## config.mk

```make
export PLATFORM = sky130hd
export DESIGN_NAME = pc_sequencer
export DESIGN_NICKNAME = d
export VERILOG_FILES = /design/src/rtl/pc_pkg.sv /design/src/rtl/return_stack.sv /design/src/rtl/pc_sequencer.sv
export SDC_FILE = /design/constraint.sdc
export NUM_CORES = 1
export LEC_CHECK = 0
export BUFFER_PORTS_ARGS = -buffer_cell sky130_fd_sc_hd__buf_2
export CORE_MARGIN = 1
export CORE_UTILIZATION = 39
export CTS_BUF_LIST = sky130_fd_sc_hd__clkbuf_2
export DETAILED_ROUTE_END_ITERATION = 16
export GPL_ROUTABILITY_DRIVEN = 1
export PLACE_DENSITY = 0.93
export SYNTH_ARGS = -nofsm -noshare
export SYNTH_HDL_FRONTEND = slang
export SYNTH_SLANG_ARGS = --single-unit
```

## constraint.sdc

```tcl
create_clock -name clk -period 2.2 [get_ports clk]
set_input_delay 0.44 -clock clk [delete_from_list [all_inputs] [get_ports clk]]
set_output_delay 0.44 -clock clk [all_outputs]
set_load 0.005 [all_outputs]
```

## src/rtl/pc_pkg.sv

```systemverilog
// Shared types and constants for the fetch-stage program-counter sequencer.
package pc_pkg;

    typedef enum logic [2:0] {
        PC_SEQ    = 3'd0,
        PC_HOLD   = 3'd1,
        PC_JUMP   = 3'd2,
        PC_RET    = 3'd3,
        PC_BRANCH = 3'd4
    } pc_sel_e;

    localparam int unsigned DEFAULT_RESET_PC = 0;

endpackage : pc_pkg

```

## src/rtl/return_stack.sv

```systemverilog
// Circular return-address LIFO: a push when full overwrites the oldest entry and the count saturates.
// A simultaneous push and pop replaces the top entry (or pushes onto an empty stack).
module return_stack #(
    parameter int unsigned ADDR_W    = 8,
    parameter int unsigned RAS_DEPTH = 4
) (
    input  logic              clk,
    input  logic              rst_n,
    input  logic              push_i,
    input  logic              pop_i,
    input  logic [ADDR_W-1:0] data_i,
    output logic [ADDR_W-1:0] top_o,
    output logic              empty_o,
    output logic              full_o
);

    localparam int unsigned PTR_W = (RAS_DEPTH > 1) ? $clog2(RAS_DEPTH) : 1;
    localparam int unsigned CNT_W = $clog2(RAS_DEPTH + 1);

    logic [PTR_W-1:0]  ptr_q, ptr_d;
    logic [CNT_W-1:0]  cnt_q, cnt_d;
    logic              empty_q, full_q;
    logic              wr_en_c;
    logic [PTR_W-1:0]  wr_idx_c;
    logic [ADDR_W-1:0] mem_q [RAS_DEPTH];

    // ptr_q is the next free slot; the top lives one below it (modulo depth).
    always_comb begin
        ptr_d    = ptr_q;
        cnt_d    = cnt_q;
        wr_en_c  = 1'b0;
        wr_idx_c = ptr_q;
        if (push_i && pop_i) begin
            wr_en_c = 1'b1;
            if (cnt_q != CNT_W'(0)) begin
                wr_idx_c = ptr_q - PTR_W'(1);
            end else begin
                ptr_d = ptr_q + PTR_W'(1);
                cnt_d = CNT_W'(1);
            end
        end else if (push_i) begin
            wr_en_c = 1'b1;
            ptr_d   = ptr_q + PTR_W'(1);
            if (cnt_q != CNT_W'(RAS_DEPTH)) begin
                cnt_d = cnt_q + CNT_W'(1);
            end
        end else if (pop_i && (cnt_q != CNT_W'(0))) begin
            ptr_d = ptr_q - PTR_W'(1);
            cnt_d = cnt_q - CNT_W'(1);
        end
    end

    always_ff @(posedge clk or negedge rst_n) begin
        if (!rst_n) begin
            ptr_q   <= '0;
            cnt_q   <= '0;
            empty_q <= 1'b1;
            full_q  <= 1'b0;
        end else begin
            ptr_q   <= ptr_d;
            cnt_q   <= cnt_d;
            empty_q <= (cnt_d == CNT_W'(0));
            full_q  <= (cnt_d == CNT_W'(RAS_DEPTH));
        end
    end

    // Entries are only meaningful below the count, so storage needs no reset.
    always_ff @(posedge clk) begin
        if (wr_en_c) begin
            mem_q[wr_idx_c] <= data_i;
        end
    end

    assign top_o   = mem_q[ptr_q - PTR_W'(1)];
    assign empty_o = empty_q;
    assign full_o  = full_q;

endmodule : return_stack

```

## src/rtl/pc_sequencer.sv

```systemverilog
// Fetch-stage PC register and next-address selection (branch > ret > jump > stall > sequential).
// Define PC_SEQUENCER_RAS_EN to build in the return-address stack used to predict ret targets.
module pc_sequencer
    import pc_pkg::*;
#(
    parameter int unsigned       ADDR_W    = 8,
    parameter int unsigned       INC       = 1,
    parameter logic [ADDR_W-1:0] RESET_PC  = ADDR_W'(DEFAULT_RESET_PC),
    parameter int unsigned       RAS_DEPTH = 4
) (
    input  logic              clk,
    input  logic              rst_n,
    input  logic              stall,
    input  logic              branch_taken,
    input  logic [ADDR_W-1:0] branch_target,
    input  logic              jump,
    input  logic              call,
    input  logic              ret,
    input  logic [ADDR_W-1:0] jump_target,
    input  logic [ADDR_W-1:0] link_addr,
    output logic [ADDR_W-1:0] pc,
    output logic [ADDR_W-1:0] pc_next,
    output logic              redirect,
    output logic              ras_empty,
    output logic              ras_full
);

    pc_sel_e           sel_c;
    logic [ADDR_W-1:0] pc_q, pc_d;
    logic [ADDR_W-1:0] ret_target_c;

    always_comb begin
        sel_c = PC_SEQ;
        if (branch_taken) begin
            sel_c = PC_BRANCH;
        end else if (ret) begin
            sel_c = PC_RET;
        end else if (jump) begin
            sel_c = PC_JUMP;
        end else if (stall) begin
            sel_c = PC_HOLD;
        end
    end

    always_comb begin
        pc_d     = pc_q + ADDR_W'(INC);
        redirect = 1'b0;
        case (sel_c)
            PC_BRANCH: begin
                pc_d     = branch_target;
                redirect = 1'b1;
            end
            PC_RET: begin
                pc_d     = ret_target_c;
                redirect = 1'b1;
            end
            PC_JUMP: begin
                pc_d     = jump_target;
                redirect = 1'b1;
            end
            PC_HOLD: pc_d = pc_q;
            default: ;
        endcase
    end

    always_ff @(posedge clk or negedge rst_n) begin
        if (!rst_n) begin
            pc_q <= RESET_PC;
        end else begin
            pc_q <= pc_d;
        end
    end

    assign pc      = pc_q;
    assign pc_next = pc_d;

`ifdef PC_SEQUENCER_RAS_EN
    logic              push_c, pop_c;
    logic              stk_empty, stk_full;
    logic [ADDR_W-1:0] stk_top;

    // A branch squashes any concurrent stack traffic; call only counts alongside jump.
    assign pop_c  = (sel_c == PC_RET);
    assign push_c = ((sel_c == PC_RET) || (sel_c == PC_JUMP)) && call && jump;

    return_stack #(
        .ADDR_W    (ADDR_W),
        .RAS_DEPTH (RAS_DEPTH)
    ) u_return_stack (
        .clk     (clk),
        .rst_n   (rst_n),
        .push_i  (push_c),
        .pop_i   (pop_c),
        .data_i  (link_addr),
        .top_o   (stk_top),
        .empty_o (stk_empty),
        .full_o  (stk_full)
    );

    assign ret_target_c = stk_empty ? jump_target : stk_top;
    assign ras_empty    = stk_empty;
    assign ras_full     = stk_full;
`else
    logic unused_c;

    assign ret_target_c = jump_target;
    assign ras_empty    = 1'b1;
    assign ras_full     = 1'b0;
    assign unused_c     = ^{call, link_addr, 32'(RAS_DEPTH)};
`endif

endmodule : pc_sequencer
```

==> results.txt, run 1 <==
The flow ran to the end, and the final reports show no timing, DRC or antenna violations. In this run the worst setup path begins at branch_taken. The number of global-route vias before repair is a little over 700. The number of buffers created by CTS came out at 3. Excluding fillers, the count of instances in the completed layout stands at around 140. In the synthesized netlist, the number of instances is 78. The arrival time at the worst endpoint came out at ~1.7 ns.

Setup total negative slack on the finished layout was measured at 0 ns. The first global-routing pass estimated 3010 um of wire. The largest voltage drop on the vdd net came out at 0.000189 V. After synthesis the netlist holds a flip-flop and latch count of 8.

The detailed-route DRC error count came out at 0. The total via count after detailed routing came out at roughly 810. STA classifies the critical path endpoint as a primary output. The worst-case clock buffer depth came out at 2. The sink count of the clock tree is 8. Dividing the detail-routed via count by the number of cells gives around 6.

Of the cells placed in the final design, the portion with a size suffix greater than 1 is 46.3%. TritonCTS built the clock tree. The count of final hold-check violations is 0. The detail route stage leaves a number of antenna-violating nets equal to 0.

The share of the clock period used by the worst path after layout is a little over nine tenths. The highest attainable clock frequency is 473 MHz. Before antenna repair, the detailed router went through 4 iterations. The relative area change from synthesis to final layout is 45.3%. The required arrival time at the worst endpoint came out at about 1.8 ns.

The quantity of I/O buffers inserted on ports came out at 38. The placed cell area is between 800 and 900 um^2. The floorplan step set the die width to a little over 40 um. The worst hold slack came out at approximately 0.017 ns. The average wire length per cell after detail routing came out at 14.3 um. In the synthesized netlist the async set-or-reset flop fraction comes to 100%. The share of the yosys chip area belonging to registers came out at between 30% and 40%.

The maximum number of pins on one net before global-route repair came out at 15. The per-instance average area after synthesis came out at roughly 7.8 um^2. The number of nets in the synthesized netlist is 110. The post-route cell area came out at a little under 900 um^2. The post-layout net count came out at 155. The number of antenna violations at the first check in global routing was 0.

Setup repair after global routing left no endpoint under its margin. The count of endpoints failing setup in the final report came out at 0. The number of flip-flops under the largest register name came out at 8. In the layout the commonest cells are sky130_fd_sc_hd__buf_2, sky130_fd_sc_hd__nand2_1, sky130_fd_sc_hd__o21ai_0. The clock insertion delay at the later pin of the skew report is 0.25 ns. The post-route worst setup slack came out at between 0.08 and 0.09 ns.

The post-placement setup slack came out at 0.0554 ns. Yosys mapped a number of flops with a built-in enable equal to 0. The total leakage power is about 0.00044 uW. The number of H-tree branching levels is 1.

The die footprint is between 0.0015 and 0.002 mm^2. The post-synthesis instance area came out at roughly 600 um^2. In this run, the number of DRC markers left after iteration 0 of detailed routing was 36. Across every metal layer, demand over resource in global routing totals between 20 and 25%.

During I/O placement, the number of pins put on the boundary was 50. The critical path is of the input port to primary output type. The count of pins over their slew limit is 0.

The worst register-to-register path begins at pc[1]. The HPWL after detailed placement is between 1000 and 1500 um. The total power divided by cell area is a little under 500 mW/mm^2. The tool flagged a number of max-cap violations equal to 0. The global placement routability congestion is 0.911. The antenna cell count came out at 0. The worst clock skew came out at 0.00587 ns. Walking the worst path, the cells encountered are buf_2 -> or4_4 -> a31oi_1 -> a31oi_1 -> o221a_1 -> buf_2. The overall overflow remaining after global route is 0.

The slowest stage of the critical path is the sky130_fd_sc_hd__or4_4 cell. The largest fanout on the critical path came out at 2. The core area came out at ~0.0014 mm^2. In the synthesized netlist the dominant register cell turns out to be sky130_fd_sc_hd__dfrtp_1. The kind of launch point of the worst setup path is an input port. The height of the die came out at just over 40 um.

The most common cell after layout, fill and taps aside is sky130_fd_sc_hd__buf_2. The clock root buffer is sky130_fd_sc_hd__clkbuf_2. The instance count after placement with tap cells included came out at 131. For this run, the number of Yosys warnings is 0. The number of placement rows is 13. The path type of the worst min-delay path is input port to async pin. The longest individual stage delay on the worst path is approximately 0.53 ns. The initial utilization of the core area, before any placement, comes to ~44%.

The shortest clock period the worst path allows after layout is between 2 and 2.5 ns. Clock-pin slew was measured on the worst setup and hold paths at 0.09 ns. The routed design has between 1500 and 2000 um of wire. The count of unique library cells instantiated by Yosys is 32.
-- layout make-up --
cell class                      count  area, um^2
Timing Repair Buffer               45         243
Multi-Input combinational cell     61         388
Tap cell                           15        18.8
Sequential cell                     8         204
Fill cell                         120         499
Inverter                            4        15.0
Clock buffer                        3        15.0
-- routing by layer --
layer,up-vias,share of wire (%),GRT usage [%]
met3,5,8.8,3.91
met4,0,1.6,8.39
met2,59,49,36.9
met5,-,0,0
met1,373,40,29.0
li1,370,-,-
-- cells in the mapped netlist (2+ instances only) --
library cell               instances  area (um^2)
sky130_fd_sc_hd__xor2_1            2         17.5
sky130_fd_sc_hd__clkbuf_1          2         7.51
sky130_fd_sc_hd__dfrtp_1           8          200
sky130_fd_sc_hd__or3_1             2         12.5
sky130_fd_sc_hd__o21ai_0          10         50.1
sky130_fd_sc_hd__a22oi_1           2         15.0
sky130_fd_sc_hd__conb_1            2         7.51
sky130_fd_sc_hd__inv_1             4         15.0
sky130_fd_sc_hd__a21oi_1           2         10.0
sky130_fd_sc_hd__buf_4             2         15.0
sky130_fd_sc_hd__nand3_1           3         15.0
sky130_fd_sc_hd__a21o_1            2         15.0
sky130_fd_sc_hd__nand2_1          10         37.5
sky130_fd_sc_hd__nor2_1            5         18.8
sky130_fd_sc_hd__a31oi_1           5         31.3
-- worst max-delay path: cells and delay by family --
| kind | cells | cell delay [ns] |
|---|---|---|
| AND/OR/NAND/NOR | 1 | 0.53 |
| AO/OA/AOI/OAI | 3 | 0.47 |
| buffers and inverters | 2 | 0.23 |
-- cell families after synthesis --
group,Yosys count,share of synthesized area [%]
simple gates,28,23.5
compound gates,27,29.0
buf+inv,9,6.99
flops,8,32.9
xor+xnor,3,4.32
other cells,2,1.24
fa+ha+maj,1,2.06
-- power by group --
part / leakage (uW) / internal (uW) / switching [uW]
logic: 0.000334 / 76.8 / 72.7
registers: 0.0000917 / 164 / 24.4
clock network: 0.0000125 / 37.2 / 55.6
total: 0.000438 / 278 / 153
-- stage by stage --
| step | power [uW] | utilization, % |
|---|---|---|
| 2_1_floorplan | 251 | - |
| 3_3_place_gp | 317 | 59.8 |
| 3_5_place_dp | 323 | 59.8 |
| 4_1_cts | 414 | 61.2 |
| 5_1_grt | 451 | 63.9 |
| 6_report | 430 | 63.9 |
-- path summary, 6_finish.rpt --
check,endpoint,slack [ns],cells after the start
setup / recovery,pc_next[3],0.09,6
min in group clk,pc[6],0.42,2
hold reg to reg,pc[2],0.65,1
hold / removal,pc[4],0.02,1
setup reg to reg,pc[6],0.85,5
max in group asynchronous,pc[1],1.99,1
-- timing repair --
action | 4_1_cts | 5_1_grt
endpoints found under the hold margin | 0 | 0
cloned | 0 | 0
buffers inserted | 0 | 2
pin swaps | 0 | 1
gates resized for setup | 2 | 5
setup endpoints to repair | 1 | 3
hold buffers | 0 | 0
No activity file was read; power rests on OpenSTA's default activity.
==> run 2, diff against run 1 <==
Settings changed: CTS_BUF_LIST sky130_fd_sc_hd__clkbuf_2 to sky130_fd_sc_hd__clkbuf_8.
==> run 2 against run 1 <==
Compared with the run above: sequential cell count unchanged; sequential share of layout area down 0.40 points; via count down 2.6%; global-route usage up 1.0 points; setup slack worse by 0.0081 ns; die area unchanged; routed wire length up 2.3%; final cell count down 1.5%; register-to-register slack worse by 0.03 ns.
==> results.txt, run 2 (synthesis gave the netlist of run 1 again) <==
The quantity of I/O buffers inserted on ports came out at 38. The initialized floorplan defines 13 standard-cell rows. The dominant delay contributor by cell family on the critical path is simple AND/OR/NAND/NOR gates.

The design draws between 500 and 600 uW. The number of global-route vias before repair came out at around 710. After detailed placement, the total cell area comes to ~830 um^2. The share of the clock period used by the worst path after layout came out at a little over nine tenths. The count of final hold-check violations is 0. At the end of the flow the core is filled with cells to 64.6%. The number of H-tree branching levels came out at 1. Counting cells, the worst reg-to-reg path comes to 4. The die width came out at between 40 and 50 um. The count of boundary I/O pins came out at 50. The core area is 0.00138 mm^2. The shortest clock period the worst path allows after layout is around 2.1 ns. The HPWL after detailed placement came out at approximately 1500 um.

The number of antenna diodes in the final layout is 0. The largest single stage delay on the critical path is about 0.53 ns. The cell with the biggest individual delay on the critical path is sky130_fd_sc_hd__or4_4. The number of buffers created by CTS came out at 3. STA puts the critical path data arrival time at around 1.7 ns.

The max-cap violation count is 0. By startpoint and endpoint, the worst setup path is classified as input port to primary output. The largest fanout on the critical path came out at 2. Across the routed clock network, the largest skew measured is roughly 0.00043 ns. Setup repair after global routing left no endpoint under its margin. The total power divided by cell area is 579 mW/mm^2.

The path type of the worst min-delay path is input port to async pin. The largest voltage drop on the vdd net is ~0.00025 V. The die footprint came out at between 0.0015 and 0.002 mm^2. Once the floorplan was initialized, standard cells occupied 44.0% of the core.

The count of pins over their slew limit is 0. The global-route wire length before repair came out at around 3000 um. The number of antenna violations at the first check in global routing is 0.

The number of design-rule violations left by the first detailed-router iteration came out at 23. The clock drives 8 sinks. Global routing finished with a remaining overflow of 0. The highest attainable clock frequency is about 470 MHz.

The post-layout net count is 153. With fillers left out, the area of the finished cells amounts to about 900 um^2. In this run the number of cells on the critical path is 6. The register with the most flip-flops in the layout has 8 of them. The worst-case clock buffer depth is 2.

The startpoint identified for the worst register-to-register timing path is pc[2]. The buffers plus inverters on the worst setup path is 2. The clock-pin transition on the worst setup and hold timing paths is 0.04 ns. The worst hold slack is around 0.041 ns. The average wire length per cell after detail routing is about 15 um. Post-CTS timing repair inserted 0 buffers for setup. The clock insertion delay at the later pin of the skew report is ~0.24 ns. The maximum number of pins on one net before global-route repair is 15.

The number of nets with antenna violations after detailed routing is 0. The run finished with clean final reports. From synthesis to final layout, the design area changed by 46.9%. The overall routing resource usage is between 20% and 30%. The post-route setup TNS is 0 ns. The library cell used most frequently in the layout, excluding fill and tap cells, is sky130_fd_sc_hd__buf_2. The count of endpoints failing setup in the final report is 0. The global placement routability congestion came out at slightly above 0.9.

The total via count after detailed routing came out at approximately 800. The routed via count divided by cell count came out at between 5 and 6. The end of the worst register-to-register path is pc[6]. The critical path capture point type is a primary output.

For the worst setup path, the data required time is 1.76 ns. The height of the die came out at 41.5 um. CTS placed an instance of sky130_fd_sc_hd__clkbuf_8 at the clock tree root. STA classifies the critical path startpoint as an input port. The detailed-route DRC error count is 0. The signal on the critical path passes through buf_2 -> or4_4 -> a31oi_1 -> a31oi_1 -> o221a_1 -> buf_2.

Setup slack on the worst reg-to-reg path comes out at 0.82 ns. TritonCTS built the clock tree. The total leakage power came out at 0.000438 uW. The detailed-routing iteration count for the pre-antenna-repair pass came out at 4. After detailed routing, the total wire length is slightly below 2000 um.

The ratio of cells with drive above 1 in the final layout is between 40 and 50%. In the layout the commonest cells are sky130_fd_sc_hd__buf_2, sky130_fd_sc_hd__nand2_1, sky130_fd_sc_hd__o21ai_0.
[run 2: cell types whose count changed in the layout (fill, tap and decap cells not counted), sizes merged]
cell,previous run,this run
buf,45,43
[run 2: area by class of cell]
cell class                      instances  area, um^2
Multi-Input combinational cell         61         388
Inverter                                4        15.0
Clock buffer                            3        41.3
Sequential cell                         8         203
Tap cell                               15        18.8
Timing Repair Buffer                   43         228
Fill cell                             117         489
[run 2: power breakdown]
group | internal [uW] | total (uW) | leakage, uW | switching [uW]
clock | 119 | 183 | 0.0000216 | 64.4
sequential | 164 | 189 | 0.0000926 | 25.0
combinational | 73.0 | 145 | 0.000324 | 71.8
[run 2: how the worst max path moves through the flow]
| stage | startpoint | endpoint | slack (ns) |
|---|---|---|---|
| final | branch_taken | pc_next[3] | 0.08 |
| after global routing | branch_taken | pc_next[3] | 0.004 |
| after CTS | pc[0] | pc_next[6] | 0.02 |
| after detailed placement | branch_taken | pc_next[3] | 0.06 |
| after global placement | branch_taken | pc_next[3] | 0.08 |
| after floorplan | stall | pc_next[3] | 0.31 |
[run 2: repair_timing]
| item | in CTS | in global routing |
|---|---|---|
| setup endpoints to repair | 1 | 3 |
| pin swaps | 0 | 1 |
| hold buffers | 0 | 0 |
| gates resized for setup | 1 | 5 |
[run 2: through the flow]
step / std cells / setup slack (ns)
CTS: 134 / 0.0219
global route: 134 / 0.00363
finish: 134 / 0.0789
floorplan: 78 / 0.309
detailed placement: 131 / 0.0554
global placement: 131 / 0.0848
[run 2: per-layer routing]
layer  wire length [um]  GRT usage, %
met5                  0             0
met4                 54          14.2
met3                150          3.91
met2                990          37.5
met1                793          29.0
==> run 3, diff against run 2 <==
Clock period 2.2 ns to 2.1 ns, I/O delays scaled along.
==> run 3 against run 2 <==
Compared with the run above: via count increased by 1.0%; hold slack lost 0.014 ns; largest power group unchanged; sequential cell count stayed put.
==> results.txt, run 3 (synthesis gave the netlist of run 1 again) <==
The top cell types in the final layout, fill and taps aside, are sky130_fd_sc_hd__buf_2, sky130_fd_sc_hd__nand2_1, sky130_fd_sc_hd__o21ai_0. The highest attainable clock frequency is 487 MHz. The signal on the critical path passes through buf_2 -> or4_4 -> a31oi_1 -> a31oi_1 -> o221a_1 -> buf_2. The number of placement rows is 13. The first global-routing pass estimated approximately 2900 um of wire. The relative area change from synthesis to final layout is 47.5%. The detailed-routing iteration count for the pre-antenna-repair pass is 4. The total via count after detailed routing is about 800.

The final non-filler cell total is around 140. The routed via count divided by cell count came out at ~5.8. In this run, CTS created clock tree buffers numbering 3.

The count of boundary I/O pins is 50. The critical path capture point type is a primary output. The ratio of cells with drive above 1 in the final layout is roughly 45%. The die footprint came out at between 0.0015 and 0.002 mm^2. The overall routing resource usage came out at a little over a fifth. The sink count of the clock tree is 8. The worst clock skew came out at around 0.0011 ns.

Counting cells, the worst reg-to-reg path comes to 5. The count of pins over their slew limit came to 0. The required arrival time at the worst endpoint came out at ~1.7 ns.

The number of fill cells is between 100 and 150. The final layout contains 155 nets. The longest individual stage delay on the worst path came out at around 0.53 ns. In this run the clock root is driven by a sky130_fd_sc_hd__clkbuf_8. Setup total negative slack on the finished layout was measured at 0 ns. The routed design could run at a clock period as short as approximately 2.1 ns. The number of nets with antenna violations after detailed routing came out at 0.

The instance count after placement with tap cells included is between 100 and 150. The share of the clock period used by the worst path after layout came out at approximately 98%. The clock insertion delay at the later pin of the skew report came out at around 0.23 ns.

Setup repair after global routing left no endpoint under its margin. At the end of routability-driven placement, the weighted congestion stood at about 0.91. The max-cap violation count came out at 0. The count of final hold-check violations came out at 0. The number of design-rule violations left by the first detailed-router iteration is 21.

In this run the worst hold path is classified as input port to async pin. The run finished with clean final reports. The hold buffer count at CTS is 0. Entering global routing, the biggest net connects 15 pins. The height of the die came out at around 41 um. The final wirelength came out at roughly 1800 um. The number of logic stages on the critical path including buffering is 6. For this run the aggregate overflow at the end of global routing stands at 0. The total leakage power is 0.000448 uW.

The core area came out at between 0.001 and 0.0015 mm^2. The kind of launch point of the worst setup path is an input port. The largest individual stage delay along the critical path comes from the cell sky130_fd_sc_hd__or4_4. The largest voltage drop on the vdd net is between 0.0003 and 0.0004 V. The worst-case clock buffer depth came out at 2. The kind of cell with the highest combined delay along the critical path is simple AND/OR/NAND/NOR gates. The buffers plus inverters on the worst setup path is 2.

The antenna cell count is 0. From left edge to right edge, the die measures about 41 um. TritonCTS built the clock tree. The count of endpoints failing setup in the final report is 0. The path type of the worst setup path is input port to primary output. The average wire length per cell after detail routing is approximately 13 um. The library cell used most frequently in the layout, excluding fill and tap cells, is sky130_fd_sc_hd__buf_2. The detailed-route DRC error count is 0. The number of H-tree branching levels is 1. The arrival time at the worst endpoint came out at 1.63 ns. After clock tree synthesis, the clock-pin slew on the worst setup and hold paths is 0.04 ns.

The register with the most flip-flops in the layout has 8 of them. The number of global-route vias before repair was 696. The number of antenna violations at the first check in global routing was 0. The initial core utilization came out at 44.0%. The total power divided by cell area came out at 595 mW/mm^2. The worst reg-to-reg setup slack is roughly 0.80 ns. The quantity of I/O buffers inserted on ports is 38. The HPWL after detailed placement is between 1000 and 1500 um. The largest fanout on the critical path is 2.
[run 3: cell types whose count changed in the layout (fill, tap and decap cells not counted)]
cell and change:
sky130_fd_sc_hd__buf_4 +2, sky130_fd_sc_hd__dfrtp_2 -1, sky130_fd_sc_hd__ha_4 -1, sky130_fd_sc_hd__ha_2 +1, sky130_fd_sc_hd__dfrtp_1 +1
[run 3: power breakdown]
| group | leakage (uW) | switching, uW | total [uW] | internal (uW) |
|---|---|---|---|---|
| registers | 0.0000939 | 18.5 | 190 | 172 |
| clock network | 0.0000216 | 61.1 | 185 | 124 |
| logic | 0.000333 | 79.1 | 158 | 78.9 |
| total | 0.000448 | 159 | 534 | 375 |
[run 3: worst paths after layout]
check | startpoint | endpoint
setup / recovery | branch_taken | pc_next[3]
hold / removal | rst_n | pc[4]
setup reg to reg | pc[1] | pc[6]
hold reg to reg | pc[7] | pc[7]
max in group asynchronous | rst_n | pc[2]
min in group clk | branch_target[5] | pc[5]
[run 3: layout make-up]
type                            count  area, um^2  share of cell area [%]
Sequential cell                     8         201                    22.5
Clock buffer                        3        41.3                    4.60
Tap cell                           15        18.8                    2.09
Inverter                            4        15.0                    1.67
Timing Repair Buffer               45         243                    27.1
Multi-Input combinational cell     61         378                    42.1
[run 3: timing repair]
item | CTS | global route
setup endpoints to repair | 0 | 4
resized for setup | 0 | 4
buffers inserted | 0 | 0
endpoints found under the hold margin | 0 | 0
[run 3: metrics by stage]
step | power (uW) | setup slack (ns) | util [%] | instance area [um^2] | hold WS [ns]
floorplan | 263 | 0.249 | - | 608 | 0.124
global placement | 338 | 0.0235 | 60.9 | 842 | 0.270
detailed placement | 345 | 0.00482 | 60.9 | 842 | 0.271
CTS | 530 | 0.00482 | 63.9 | 883 | 0.0334
global route | 563 | 0.000702 | 64.9 | 897 | 0.0387
finish | 534 | 0.0473 | 64.9 | 897 | 0.0273
[run 3: per-layer routing]
| layer | track usage, % | up-vias | share of wire, % |
|---|---|---|---|
| li1 | - | 368 | - |
| met1 | 24.4 | 375 | 39 |
| met2 | 37.8 | 47 | 51 |
| met3 | 6.52 | 4 | 8.6 |
| met4 | 8.39 | 0 | 0.88 |
| met5 | 0 | - | 0 |
